[src/rtl/window_buffer_pkg.sv]
// Shared definitions for the K x K sliding-window buffer: FSM encoding and
// the half-kernel helper used for border handling.
package window_buffer_pkg;

  localparam logic [1:0] ST_IDLE  = 2'd0;
  localparam logic [1:0] ST_RUN   = 2'd1;
  localparam logic [1:0] ST_FLUSH = 2'd2;
  localparam logic [1:0] ST_DONE  = 2'd3;

  function automatic int win_h(input int k);
    return (k - 1) / 2;
  endfunction

endpackage

[src/rtl/window_buffer_kxk_if.sv]
// Column-in / window-out handshake bundle for window_buffer_kxk.
interface window_buffer_kxk_if #(
  parameter int K      = 7,
  parameter int DATA_W = 8
);
  logic                    start_i;
  logic                    valid_i;
  logic                    ready_o;
  logic [K*DATA_W-1:0]     col_i;
  logic [K*K*DATA_W-1:0]   window_o;
  logic                    valid_o;
  logic                    busy_o;
  logic                    done_o;

  modport master (
    output start_i, valid_i, col_i,
    input  ready_o, window_o, valid_o, busy_o, done_o
  );

  modport slave (
    input  start_i, valid_i, col_i,
    output ready_o, window_o, valid_o, busy_o, done_o
  );
endinterface

[src/rtl/window_buffer_kxk_seq.sv]
// Row/column sequencer for window_buffer_kxk: FSM, counters, window-valid and
// end-of-frame flags. Zero-padded borders when WINDOW_BUFFER_ZERO_PAD_EN is defined.
module window_buffer_kxk_seq
  import window_buffer_pkg::*;
#(
  parameter int K    = 7,
  parameter int COLS = 640,
  parameter int ROWS = 480
) (
  input  logic clk,
  input  logic rst,
  input  logic start_i,
  input  logic valid_i,
  output logic ready_o,
  output logic busy_o,
  output logic shift_en,
  output logic zero_col,
  output logic clr_win,
  output logic valid_o,
  output logic done_o
);

  localparam int H  = win_h(K);
  localparam int CW = $clog2(COLS);
  localparam int RW = (ROWS > 1) ? $clog2(ROWS) : 1;
  localparam int FW = $clog2(H + 1);

  logic [1:0]    state, state_nxt;
  logic [CW-1:0] col_cnt, col_nxt;
  logic [RW-1:0] row_cnt, row_nxt;
  logic [FW-1:0] fl_cnt, fl_nxt;
  logic          accept, win_vld, last_win;
  logic          ready_p1, vld_p1, done_p1;

  assign accept = valid_i && ready_p1;

  always_comb begin
    state_nxt = state;
    col_nxt   = col_cnt;
    row_nxt   = row_cnt;
    fl_nxt    = fl_cnt;
    shift_en  = 1'b0;
    zero_col  = 1'b0;
    clr_win   = 1'b0;
    win_vld   = 1'b0;
    last_win  = 1'b0;
    case (state)
      ST_IDLE: begin
        if (start_i) begin
          state_nxt = ST_RUN;
          col_nxt   = '0;
          row_nxt   = '0;
          fl_nxt    = '0;
          clr_win   = 1'b1;
        end
      end
      ST_RUN: begin
        // Nothing of the current row is in the window yet at column 0, so
        // the shift (or idle cycle) starts from an empty window.
        clr_win = (col_cnt == '0);
        if (accept) begin
          shift_en = 1'b1;
`ifdef WINDOW_BUFFER_ZERO_PAD_EN
          win_vld = (col_cnt >= CW'(H));
          if (col_cnt == CW'(COLS - 1)) begin
            state_nxt = ST_FLUSH;
            fl_nxt    = '0;
          end else begin
            col_nxt = col_cnt + 1'b1;
          end
`else
          win_vld = (col_cnt >= CW'(K - 1));
          if (col_cnt == CW'(COLS - 1)) begin
            col_nxt = '0;
            if (row_cnt == RW'(ROWS - 1)) begin
              state_nxt = ST_DONE;
              last_win  = 1'b1;
            end else begin
              row_nxt = row_cnt + 1'b1;
            end
          end else begin
            col_nxt = col_cnt + 1'b1;
          end
`endif
        end
      end
`ifdef WINDOW_BUFFER_ZERO_PAD_EN
      ST_FLUSH: begin
        shift_en = 1'b1;
        zero_col = 1'b1;
        win_vld  = 1'b1;
        if (fl_cnt == FW'(H - 1)) begin
          fl_nxt  = '0;
          col_nxt = '0;
          if (row_cnt == RW'(ROWS - 1)) begin
            state_nxt = ST_DONE;
            last_win  = 1'b1;
          end else begin
            row_nxt   = row_cnt + 1'b1;
            state_nxt = ST_RUN;
          end
        end else begin
          fl_nxt = fl_cnt + 1'b1;
        end
      end
`endif
      ST_DONE: state_nxt = ST_IDLE;
      default: state_nxt = ST_IDLE;
    endcase
  end

  // Stage p1: state, counters and output flags registered together
  always_ff @(posedge clk) begin
    if (rst) begin
      state    <= ST_IDLE;
      col_cnt  <= '0;
      row_cnt  <= '0;
      fl_cnt   <= '0;
      ready_p1 <= 1'b0;
      vld_p1   <= 1'b0;
      done_p1  <= 1'b0;
    end else begin
      state    <= state_nxt;
      col_cnt  <= col_nxt;
      row_cnt  <= row_nxt;
      fl_cnt   <= fl_nxt;
      ready_p1 <= (state_nxt == ST_RUN);
      vld_p1   <= win_vld;
      done_p1  <= last_win;
    end
  end

  assign ready_o = ready_p1;
  assign busy_o  = (state != ST_IDLE);
  assign valid_o = vld_p1;
  assign done_o  = done_p1;

endmodule

[src/rtl/window_buffer_kxk.sv]
// K x K sliding-window buffer: shifts one K-pixel column per accepted beat into
// a K x K register window. Zero-padded borders when WINDOW_BUFFER_ZERO_PAD_EN is defined.
module window_buffer_kxk
  import window_buffer_pkg::*;
#(
  parameter int K      = 7,
  parameter int DATA_W = 8,
  parameter int COLS   = 640,
  parameter int ROWS   = 480
) (
  input logic                clk,
  input logic                rst,
  window_buffer_kxk_if.slave bus
);

  logic [K*K*DATA_W-1:0] win_p1, win_base, win_shift;
  logic                  shift_en, zero_col, clr_win;

  window_buffer_kxk_seq #(
    .K    (K),
    .COLS (COLS),
    .ROWS (ROWS)
  ) u_seq (
    .clk      (clk),
    .rst      (rst),
    .start_i  (bus.start_i),
    .valid_i  (bus.valid_i),
    .ready_o  (bus.ready_o),
    .busy_o   (bus.busy_o),
    .shift_en (shift_en),
    .zero_col (zero_col),
    .clr_win  (clr_win),
    .valid_o  (bus.valid_o),
    .done_o   (bus.done_o)
  );

  // Column c takes c+1; the newest column (or a zero border column) enters at K-1
  always_comb begin
    win_base  = clr_win ? '0 : win_p1;
    win_shift = '0;
    for (int r = 0; r < K; r++) begin
      for (int c = 0; c < K; c++) begin
        if (c < K - 1)
          win_shift[(r*K+c)*DATA_W +: DATA_W] = win_base[(r*K+c+1)*DATA_W +: DATA_W];
        else
          win_shift[(r*K+c)*DATA_W +: DATA_W] = zero_col ? '0 : bus.col_i[r*DATA_W +: DATA_W];
      end
    end
  end

  // Stage p1: window register
  always_ff @(posedge clk) begin
    if (rst)
      win_p1 <= '0;
    else if (shift_en)
      win_p1 <= win_shift;
    else if (clr_win)
      win_p1 <= '0;
  end

  assign bus.window_o = win_p1;

endmodule

[src/flat_wrapper.sv]
// flat-port wrapper written by rule: the top's interface ports become plain ports
module window_buffer_kxk_flat import window_buffer_pkg::*;
#(
  parameter int K      = 7,
  parameter int DATA_W = 8,
  parameter int COLS   = 640,
  parameter int ROWS   = 480
)
  (clk, rst, bus_start_i, bus_valid_i, bus_col_i, bus_ready_o, bus_window_o, bus_valid_o, bus_busy_o, bus_done_o);
  window_buffer_kxk_if #(.K(K), .DATA_W(DATA_W)) bus_i ();
  input logic clk;
  input logic rst;
  input wire logic [$bits(bus_i.start_i)-1:0] bus_start_i;
  input wire logic [$bits(bus_i.valid_i)-1:0] bus_valid_i;
  input wire logic [$bits(bus_i.col_i)-1:0] bus_col_i;
  output wire logic [$bits(bus_i.ready_o)-1:0] bus_ready_o;
  output wire logic [$bits(bus_i.window_o)-1:0] bus_window_o;
  output wire logic [$bits(bus_i.valid_o)-1:0] bus_valid_o;
  output wire logic [$bits(bus_i.busy_o)-1:0] bus_busy_o;
  output wire logic [$bits(bus_i.done_o)-1:0] bus_done_o;
  assign bus_i.start_i = bus_start_i;
  assign bus_i.valid_i = bus_valid_i;
  assign bus_i.col_i = bus_col_i;
  assign bus_ready_o = bus_i.ready_o;
  assign bus_window_o = bus_i.window_o;
  assign bus_valid_o = bus_i.valid_o;
  assign bus_busy_o = bus_i.busy_o;
  assign bus_done_o = bus_i.done_o;
  window_buffer_kxk #(.K(K), .DATA_W(DATA_W), .COLS(COLS), .ROWS(ROWS)) u_core (.clk(clk), .rst(rst), .bus(bus_i));
endmodule
[config.mk]
export PLATFORM = sky130hd
export DESIGN_NAME = window_buffer_kxk_flat
export DESIGN_NICKNAME = d
export VERILOG_FILES = /design/src/rtl/window_buffer_pkg.sv /design/src/rtl/window_buffer_kxk_if.sv /design/src/rtl/window_buffer_kxk_seq.sv /design/src/rtl/window_buffer_kxk.sv /design/src/flat_wrapper.sv
export SDC_FILE = /design/constraint.sdc
export NUM_CORES = 1
export LEC_CHECK = 0
export CORE_AREA = 2 2 178 180
export CTS_CLUSTER_DIAMETER = 100
export CTS_CLUSTER_SIZE = 25
export DETAILED_ROUTE_END_ITERATION = 10
export DIE_AREA = 0 0 180 182
export GPL_TIMING_DRIVEN = 0
export PLACE_DENSITY = 0.84
export SLEW_MARGIN = 20
export SYNTH_ARGS = -nofsm -noshare
export SYNTH_HDL_FRONTEND = slang
export SYNTH_SLANG_ARGS = --single-unit
[constraint.sdc]
create_clock -name clk -period 2.8 [get_ports clk]
set_input_delay 0.28 -clock clk [delete_from_list [all_inputs] [get_ports clk]]
set_output_delay 0.28 -clock clk [all_outputs]
set_load 0.005 [all_outputs]
Word level (Yosys, flattened, before mapping)
Cells that the tools add are included.

word-level totals
  register bits = 416
  word-level logic and storage cells = 53

operators by class
  add/sub/neg operators = 2
  magnitude comparators = 1
  equal/unequal tests = 8
  muxes and demuxes = 21
  bitwise operators = 3
  reduce and logical (&&, ||, !) cells = 10

operators by type and width
  kind                                                   count
  two-way mux 392 bit                                    2
  two-way mux 9 bit                                      4
  two-way mux 10 bit                                     3
  case mux 10 bit (2 select lines)                       1
  case mux 9 bit (2 select lines)                        1
  adder 10 x 1 -> 10 bit (second input constant)         1
  equality test 10 bit (second input constant)           1
  >= comparator 10 x 3 -> 1 bit (second input constant)  1
  zero test 10 bit                                       1
  adder 9 x 1 -> 9 bit (second input constant)           1
  equality test 9 bit (second input constant)            1
  two-way mux 2 bit                                      4
  inequality test 2 bit (second input constant)          4
  nonzero test 2 bit                                     3
  AND reduction 5 bit                                    1
  equality test 2 x 1 -> 1 bit (second input constant)   2
  two-way mux 1 bit                                      4
  case mux 2 bit (2 select lines)                        1
  OR reduction 4 bit                                     1
  NOT 1 bit                                              3
  AND reduction 3 bit                                    1
  OR reduction 3 bit                                     1
  zero test 2 bit                                        1
  case mux 1 bit (2 select lines)                        1
  logical AND 1 bit                                      1

Longest topological paths before layout
Gate-level depths: netlist of the first run.

  depth in word-level cells = 6
  gate-level depth with buffers = 8
  gate-level depth less buffers = 6

Cells and area by module
From an unflattened synthesis of the first run, not the netlist that was laid out.

second synthesis, totals
  cell total of the unflattened synthesis = 1,474
  area, all modules = 15,677.5 sq um

modules (own cells, without submodules)
  module                 instances  cells an instance  area each (sq um)
  window_buffer_kxk      1          1,335              14,453.9
  window_buffer_kxk_seq  1          139                1,223.7

Worst setup path after synthesis of the first run
Ideal clock, no wire load.

  kind = register -> register
  start point = register u_core.u_seq.col_cnt[3]
  end point = register u_core.win_p1[275], in the netlist u_core.bus.window_o[275]
  setup time = 0.117 ns
  arrival = 1.691 ns
  data required time = 2.683 ns
  path slack = 0.992 ns
  cell stages (with the launch flop) = 8
  path buffers = 2
  clock period less this slack = 1.808 ns
  path through = dfxtp_1 > nor4_1 > nand2_1 > o41ai_2 > nor2_1 > buf_4 > buf_4 > a22o_1

between the ends
  cells in the longest elaborated chain, start to end = 4

ends and longest elaborated chain
  element                           line                          text
  from (decl)                       window_buffer_kxk_seq.sv:29   logic [CW-1:0] col_cnt, col_nxt;
  from (signal assigned)            window_buffer_kxk_seq.sv:124  col_cnt <= col_nxt;
  zero test 10 bit                  window_buffer_kxk_seq.sv:60   clr_win = (col_cnt == '0);
  case mux 1 bit (2 select lines)   window_buffer_kxk_seq.sv:47   case (state)
  two-way mux 392 bit (2 in a row)  -
  to (signal assigned)              window_buffer_kxk.sv:56       win_p1 <= win_shift;
  to (decl)                         window_buffer_kxk.sv:16       logic [K*K*DATA_W-1:0] win_p1, win_base, win_shift;

Every way passes these cells. The select of a mux whose other input is x is not followed.
A chain may end at the register's enable or synchronous reset.

Worst setup path after layout of the first run
  start point = register u_core.u_seq.col_cnt[3]
  end point = register u_core.win_p1[296], in the netlist u_core.bus.window_o[296]

between the ends
  cells in the longest elaborated chain, start to end = 4

ends and longest elaborated chain
  element                          line                         text
  zero test 10 bit                 window_buffer_kxk_seq.sv:60
  case mux 1 bit (2 select lines)  window_buffer_kxk_seq.sv:47
  two-way mux 392 bit              window_buffer_kxk.sv:39      win_base = clr_win ? '0 : win_p1;
  two-way mux 392 bit              window_buffer_kxk.sv:55      else if (shift_en)

Every way passes these cells. The select of a mux whose other input is x is not followed.

==> flow_summary.ini, run 1 <==
[flow_run]
maxCapViolCount = 0

[die]
core_area_mm2 = 0.03099
rows = 65
floorplan.initialDensity = 0.4617
fp.dieW_um = 180
die_y_um = 182
ios = 456
die_area_mm2 = 0.03276

[clock_tree]
holdBufCountCts = 0
cts_buffer_depth = 3
cts.sinks = 416
cts_tree = yes
path_clk_slew_ps = 100
cts_made_buffers = 20
htreeDepth = 1
worstSkewPairLatency_ps = 540
cts_root_buf = clkbuf_16

[place]
io_buffers = 454
hpwl_um = 35320
gp_congestion = 0.8822
placed_area_mm2 = 0.01935
pre_cts_ws_ps = -374.2

[routing]
routed_via_density = 5.289
routed_wl_um = 47360
drt_iter0_drc = 849
dr.pass1.iters = 7
wire_per_inst_um = 18.22
route.detailed.drc = 0
antenna_left = 0
vias = 13750

[power_and_ir_drop]
p_per_area_mw_per_mm2 = 486.3
leakage_uw = 0.006287
finalPower_uw = 9674
irDropWorstVdd_v = 0.0004785

[critical_path]
slowest_delay_ps = 440
reg2reg_slack_ps = 420
timing.rr.start = u_core.u_seq.col_cnt[3]
r2r_end = u_core.bus.window_o[296]
cp_max_fo = 10
worstSetupPathType = flop to flop
cp_slowest_cell = o41ai_2
crit_chain = nor4_1 -> nand2_1 -> o41ai_2 -> buf_2 -> buf_4 -> buf_4 -> a21oi_1
cp.required_ps = 3220
critical_path_arrival_ps = 2790
critPathMostFrequentCell = buf_4
worstSetupEndpointType = flop
critPathLaunchType = flop
reg2reg_depth = 7
crit_buf_inv = 3
cpLargestDelayFamily = buffers and inverters

[worst_hold_path]
hp-start = rst
hp-class = primary input to flop
hold_end = u_core.u_seq.state[1]
hold-path-cell-count = 2

[grt]
grt_max_degree = 26
grt_pass1_vias = 13240
grt_pass1_wl_um = 72670
grt-ovfl-total = 0
grt_usage = 0.2746
antenna_found_initial = 0

[cells_and_area]
nets = 2261
drive_gt1_frac = 0.03732
mostFrequentLayoutCell = nand2_1
n_antenna_cell = 0
final_cell_area_mm2 = 0.01989
layout_common_cells = nand2_1 (683), clkdlybuf4s50_1 (454), dfxtp_1 (416)
syn_to_final_growth_pct = 39.05

[logic_synthesis]
syn_area_per_cell_um2 = 8.312
yosysTopAreaCellShare = 0.5822
ys_top_cells_by_area = dfxtp_1 (58%), nand2_1 (18%), a21oi_1 (12%)
yosysTopAreaCell = dfxtp_1
syn_nets = 1785
synthesis.area_mm2 = 0.01430
postSynthCellCount = 1721
yosys_warnings = 0
synth.distinct_cells = 35
seq_area_frac_synth = 0.5822
ys_seq_elements = 416

[sta]
maxSlewHeadroom = 0.4635
rsz0062_at_grt = false
finalSetupViolations = 0
hold_violations = 0
min_period_ps = 2377
fin_ws_ps = 423.3
period_share = 0.8488
max_freq_ghz = 0.4207
finalMaxSlewViolations = 0
finalClockSkew_ps = 23.72
tightest_slew_ps = 804.7
finalSetupTns_ps = 0

[status]
status = finished, final reports clean
==> kinds of logic (layout without fill, tap and decap cells) <==
logic type                 after synthesis  count (layout)  share of synthesized area
and+or+nand+nor                        744             744                     0.2034
DFF                                    416             416                     0.5822
AOI/OAI and AO/OA                      413             413                     0.1611
buffers and inverters                  133             609                    0.04312
xor gates and xnor gates                11              11                   0.006735
adders and majority gates                4               4                   0.003499
==> metal layers <==
metal  wire (µm)  up-vias  track usage
li1            -     6571            -
met1       18390     6497       0.3246
met2       22830      565       0.4746
met3        4210      114      0.07601
met4        1938        0       0.1047
met5           0        -            0
==> area by class of cell <==
| cell class | instances | area, µm² |
|---|---|---|
| fillers | 2544 | 11090 |
| multi-input cells | 1172 | 5360 |
| plain buffers | 127 | 596.8 |
| repair buffers | 454 | 4544 |
| clock inverters | 1 | 11.26 |
| clock buffers | 21 | 525.5 |
| well taps | 402 | 503.0 |
| flip-flops and latches | 416 | 8328 |
| inverters | 6 | 22.52 |
==> how the worst max path moves through the flow <==
stage / from / endpoint / slack [ps] / cells past startpoint
after detailed placement: bus_valid_i / u_core.bus.window_o[335] / -370 / 6
after global placement: bus_valid_i / u_core.bus.window_o[386] / -280 / 6
after global routing: u_core.u_seq.state[0] / u_core.bus.window_o[296] / 240 / 7
after CTS: u_core.u_seq.state[0] / u_core.bus.window_o[335] / 20 / 5
after floorplan: u_core.u_seq.col_cnt[3] / u_core.bus.window_o[275] / 990 / 7
final: u_core.u_seq.col_cnt[3] / u_core.bus.window_o[296] / 420 / 7
==> cells in the mapped netlist <==
cell type / instances
and2_1: 1
a311oi_1: 1
or2_2: 2
nor3b_1: 1
ha_1: 4
buf_4: 13
nor4_4: 1
and4_1: 2
inv_1: 6
nor2_1: 25
a2111oi_1: 1
nor4_1: 2
buf_6: 3
nor3_1: 2
a21oi_1: 345
o21bai_1: 1
dfxtp_1: 416
o41ai_2: 1
clkbuf_1: 67
nand4bb_1: 1
xor2_1: 6
buf_2: 37
or4_1: 2
nand3_1: 7
nand2_1: 683
or3_1: 5
a22o_1: 56
o31ai_1: 2
nand2b_1: 4
and3_1: 1
xnor2_1: 5
nand4_1: 4
o21ai_0: 6
nand4b_2: 1
buf_1: 7
==> power by group <==
group          internal (µW)  switching, µW  leakage [µW]
Clock                   1360           1870      0.000265
Sequential              5930           19.2       0.00335
Combinational            179            323       0.00267
==> timing repair <==
item | CTS | global route
resized for setup | 0 | 5
setup endpoints to repair | 0 | 11
buffers inserted | 0 | 0
==> flip-flops by register name, summed over array words and instances (netlist names) <==
register	cells
u_core.u_seq.valid_o	1
u_core.u_seq.done_o	1
u_core.u_seq.row_cnt	9
u_core.u_seq.ready_o	1
u_core.u_seq.col_cnt	10
u_core.bus.window_o	392
u_core.u_seq.state	2
==> through the flow <==
stage	utilization	std cells	hold WS, ps
after CTS	0.6419	2599	112.3
after global routing	0.6420	2599	149.2
after global placement	0.6246	2577	440.6
final	0.6420	2599	139.3
after detailed placement	0.6246	2577	445.9
after floorplan	-	1721	412.9
Power figures use the tool's default switching activity.
==> inputs of run 2 (changes only) <==
--- a/config.mk
+++ b/config.mk
@@ -5,13 +5,12 @@
 export SDC_FILE = /design/constraint.sdc
 export NUM_CORES = 1
 export LEC_CHECK = 0
-export CORE_AREA = 2 2 178 180
+export CORE_UTILIZATION = 42
 export CTS_CLUSTER_DIAMETER = 100
 export CTS_CLUSTER_SIZE = 25
 export DETAILED_ROUTE_END_ITERATION = 10
-export DIE_AREA = 0 0 180 182
 export GPL_TIMING_DRIVEN = 0
-export PLACE_DENSITY = 0.84
+export PLACE_DENSITY = 0.81
 export SLEW_MARGIN = 20
 export SYNTH_ARGS = -nofsm -noshare
 export SYNTH_HDL_FRONTEND = slang
==> constraint.sdc (replaced) <==
create_clock -name clk -period 2 [get_ports clk]
set_input_delay 0.2 -clock clk [delete_from_list [all_inputs] [get_ports clk]]
set_output_delay 0.2 -clock clk [all_outputs]
set_load 0.005 [all_outputs]
==> run 2 against run 1 <==
Net effect: clock-buffer cell count unchanged; clock power up 40%; global-route usage down 1.9 points; cell count up 2.1%; largest power group unchanged; design area up 1.9%; sequential power up 40%; critical path depth unchanged; critical endpoint is now u_core.bus.window_o[279]; sequential share of layout area down 0.73 points; worst hold slack worse by 84 ps; first-iteration DRC count down 2.1%; largest cell class unchanged; routed wire length down 0.98%; via count down 0.92%.
==> flow_summary.ini, run 2 (synthesis results as in run 1) <==
[die]
core_area_mm2 = 0.03353
floorplan.initialDensity = 0.4266
die_y_um = 186.6
rows = 67
die_area_mm2 = 0.03480
ios = 456
fp.dieW_um = 186.6

[routing]
routed_via_density = 5.134
vias = 13620
antenna_left = 0
routed_wl_um = 46900
dr.pass1.iters = 5
route.detailed.drc = 0
wire_per_inst_um = 17.68
drt_iter0_drc = 831

[sta]
maxSlewHeadroom = 0.5753
finalMaxSlewViolations = 0
period_share = 0.9793
max_freq_ghz = 0.5106
min_period_ps = 1959
finalSetupViolations = 0
rsz0062_at_grt = true
tightest_slew_ps = 637.0
hold_violations = 0
finalClockSkew_ps = 14.44

[clock_tree]
cts_tree = yes
path_clk_slew_ps = 100
cts.sinks = 416
worstSkewPairLatency_ps = 540
cts_root_buf = clkbuf_16
cts_buffer_depth = 3
cts_made_buffers = 20
htreeDepth = 1

[cells_and_area]
n_antenna_cell = 0
largest_reg_flops = 392
drive_gt1_frac = 0.06485
syn_to_final_growth_pct = 41.73
stdcell_count = 2653
mostFrequentLayoutCell = nand2_1
layout_common_cells = nand2_1 (683), clkdlybuf4s50_1 (454), dfxtp_1 (410)
nets = 2269
final_cell_area_mm2 = 0.02027

[grt]
grt_pass1_wl_um = 71460
grt_pass1_vias = 12800
grt-ovfl-total = 0
grt_usage = 0.2561
antenna_found_initial = 0
grt_max_degree = 26

[power_and_ir_drop]
leakage_uw = 0.006498
p_sw_uw = 3124
irDropWorstVdd_v = 0.0005610
power.share.sequential = 0.611
finalPower_uw = 13630
p_int_uw = 10500
p_per_area_mw_per_mm2 = 672.1
comb_power_share = 0.057
switching_share = 0.2293
clockPowerShare = 0.332

[flow_run]
maxCapViolCount = 0

[critical_path]
cp_max_fo = 10
worstSetupPathType = flop to flop
critical_path_arrival_ps = 2390
worstSetupEndpointType = flop
critPathLaunchType = flop
cp.required_ps = 2430

[place]
placed_cells = 2623
placed_area_mm2 = 0.01941
io_buffers = 454
hpwl_um = 34900
gp_congestion = 0.8721

[worst_hold_path]
hp-class = primary input to flop

[status]
status = finished, final reports clean
==> run 2: cell types whose count changed in the layout (fill, tap and decap cells not counted), moves of 4 or more <==
cell	before	now
buf_2	37	21
clkbuf_4	0	11
dfxtp_1	416	410
clkbuf_1	65	31
dfxtp_2	0	4
buf_6	3	14
clkbuf_2	2	35
==> run 2: power groups by stage <==
stage	combinational [µW]	sequential (µW)	clock (µW)
CTS	739	8330	4610
detailed placement	695	8520	0
global route	834	8330	4900
global placement	680	8520	0
finish	776	8330	4520
floorplan	367	8510	0
==> run 2: repair_timing <==
item                       CTS  global route
cloned                       1             0
hold buffers                 0             0
setup endpoints to repair  380           386
pin swaps                    3             5
gates resized for setup     38            76
buffers inserted             4             4
==> run 2: final timing paths <==
| check | from | end | slack, ps | cells past startpoint |
|---|---|---|---|---|
| worst min register to register | u_core.bus.window_o[175] | u_core.bus.window_o[175] | 460 | 2 |
| worst min-delay path | rst | u_core.u_seq.done_o | 60 | 2 |
| worst max register to register | u_core.u_seq.col_cnt[5] | u_core.bus.window_o[279] | 40 | 7 |
| worst max-delay path | u_core.u_seq.col_cnt[5] | u_core.bus.window_o[279] | 40 | 7 |
==> run 2: stage by stage <==
step                      setup slack, ps  setup TNS [ps]    util  hold slack [ps]
after floorplan                     192.2               0       -            332.9
after global placement             -918.2         -173580  0.5788            440.6
after detailed placement           -612.6         -166460  0.5789            445.5
after CTS                          -3.078          -3.078  0.5991            6.067
after global routing               -103.6           -6258  0.6046            58.85
final                               41.41               0  0.6046            55.34
==> run 2: area by class of cell <==
type	count	area, µm²
inverters	6	22.52
well taps	448	560.5
clock inverters	1	11.26
plain buffers	127	757.0
clock buffers	21	525.5
repair buffers	462	4617
fillers	2820	13260
multi-input cells	1172	5440
flip-flops and latches	416	8341
==> run 2: critical path: stages, from the launching register on <==
cell	delay, ps
dfxtp_2	370
nor4_4	290
nand2_1	130
o41ai_4	420
nor2_2	110
buf_8	180
buf_4	180
a22o_1	180
==> run 2: layer usage <==
metal / up-vias / GRT usage / routed length, µm / part of all wire
met5: - / 0 / 0 / 0
met4: 0 / 0.1084 / 2119 / 0.045
met3: 93 / 0.05473 / 3450 / 0.074
met2: 497 / 0.4340 / 22180 / 0.47
met1: 6436 / 0.3142 / 19150 / 0.41
li1: 6594 / - / - / -
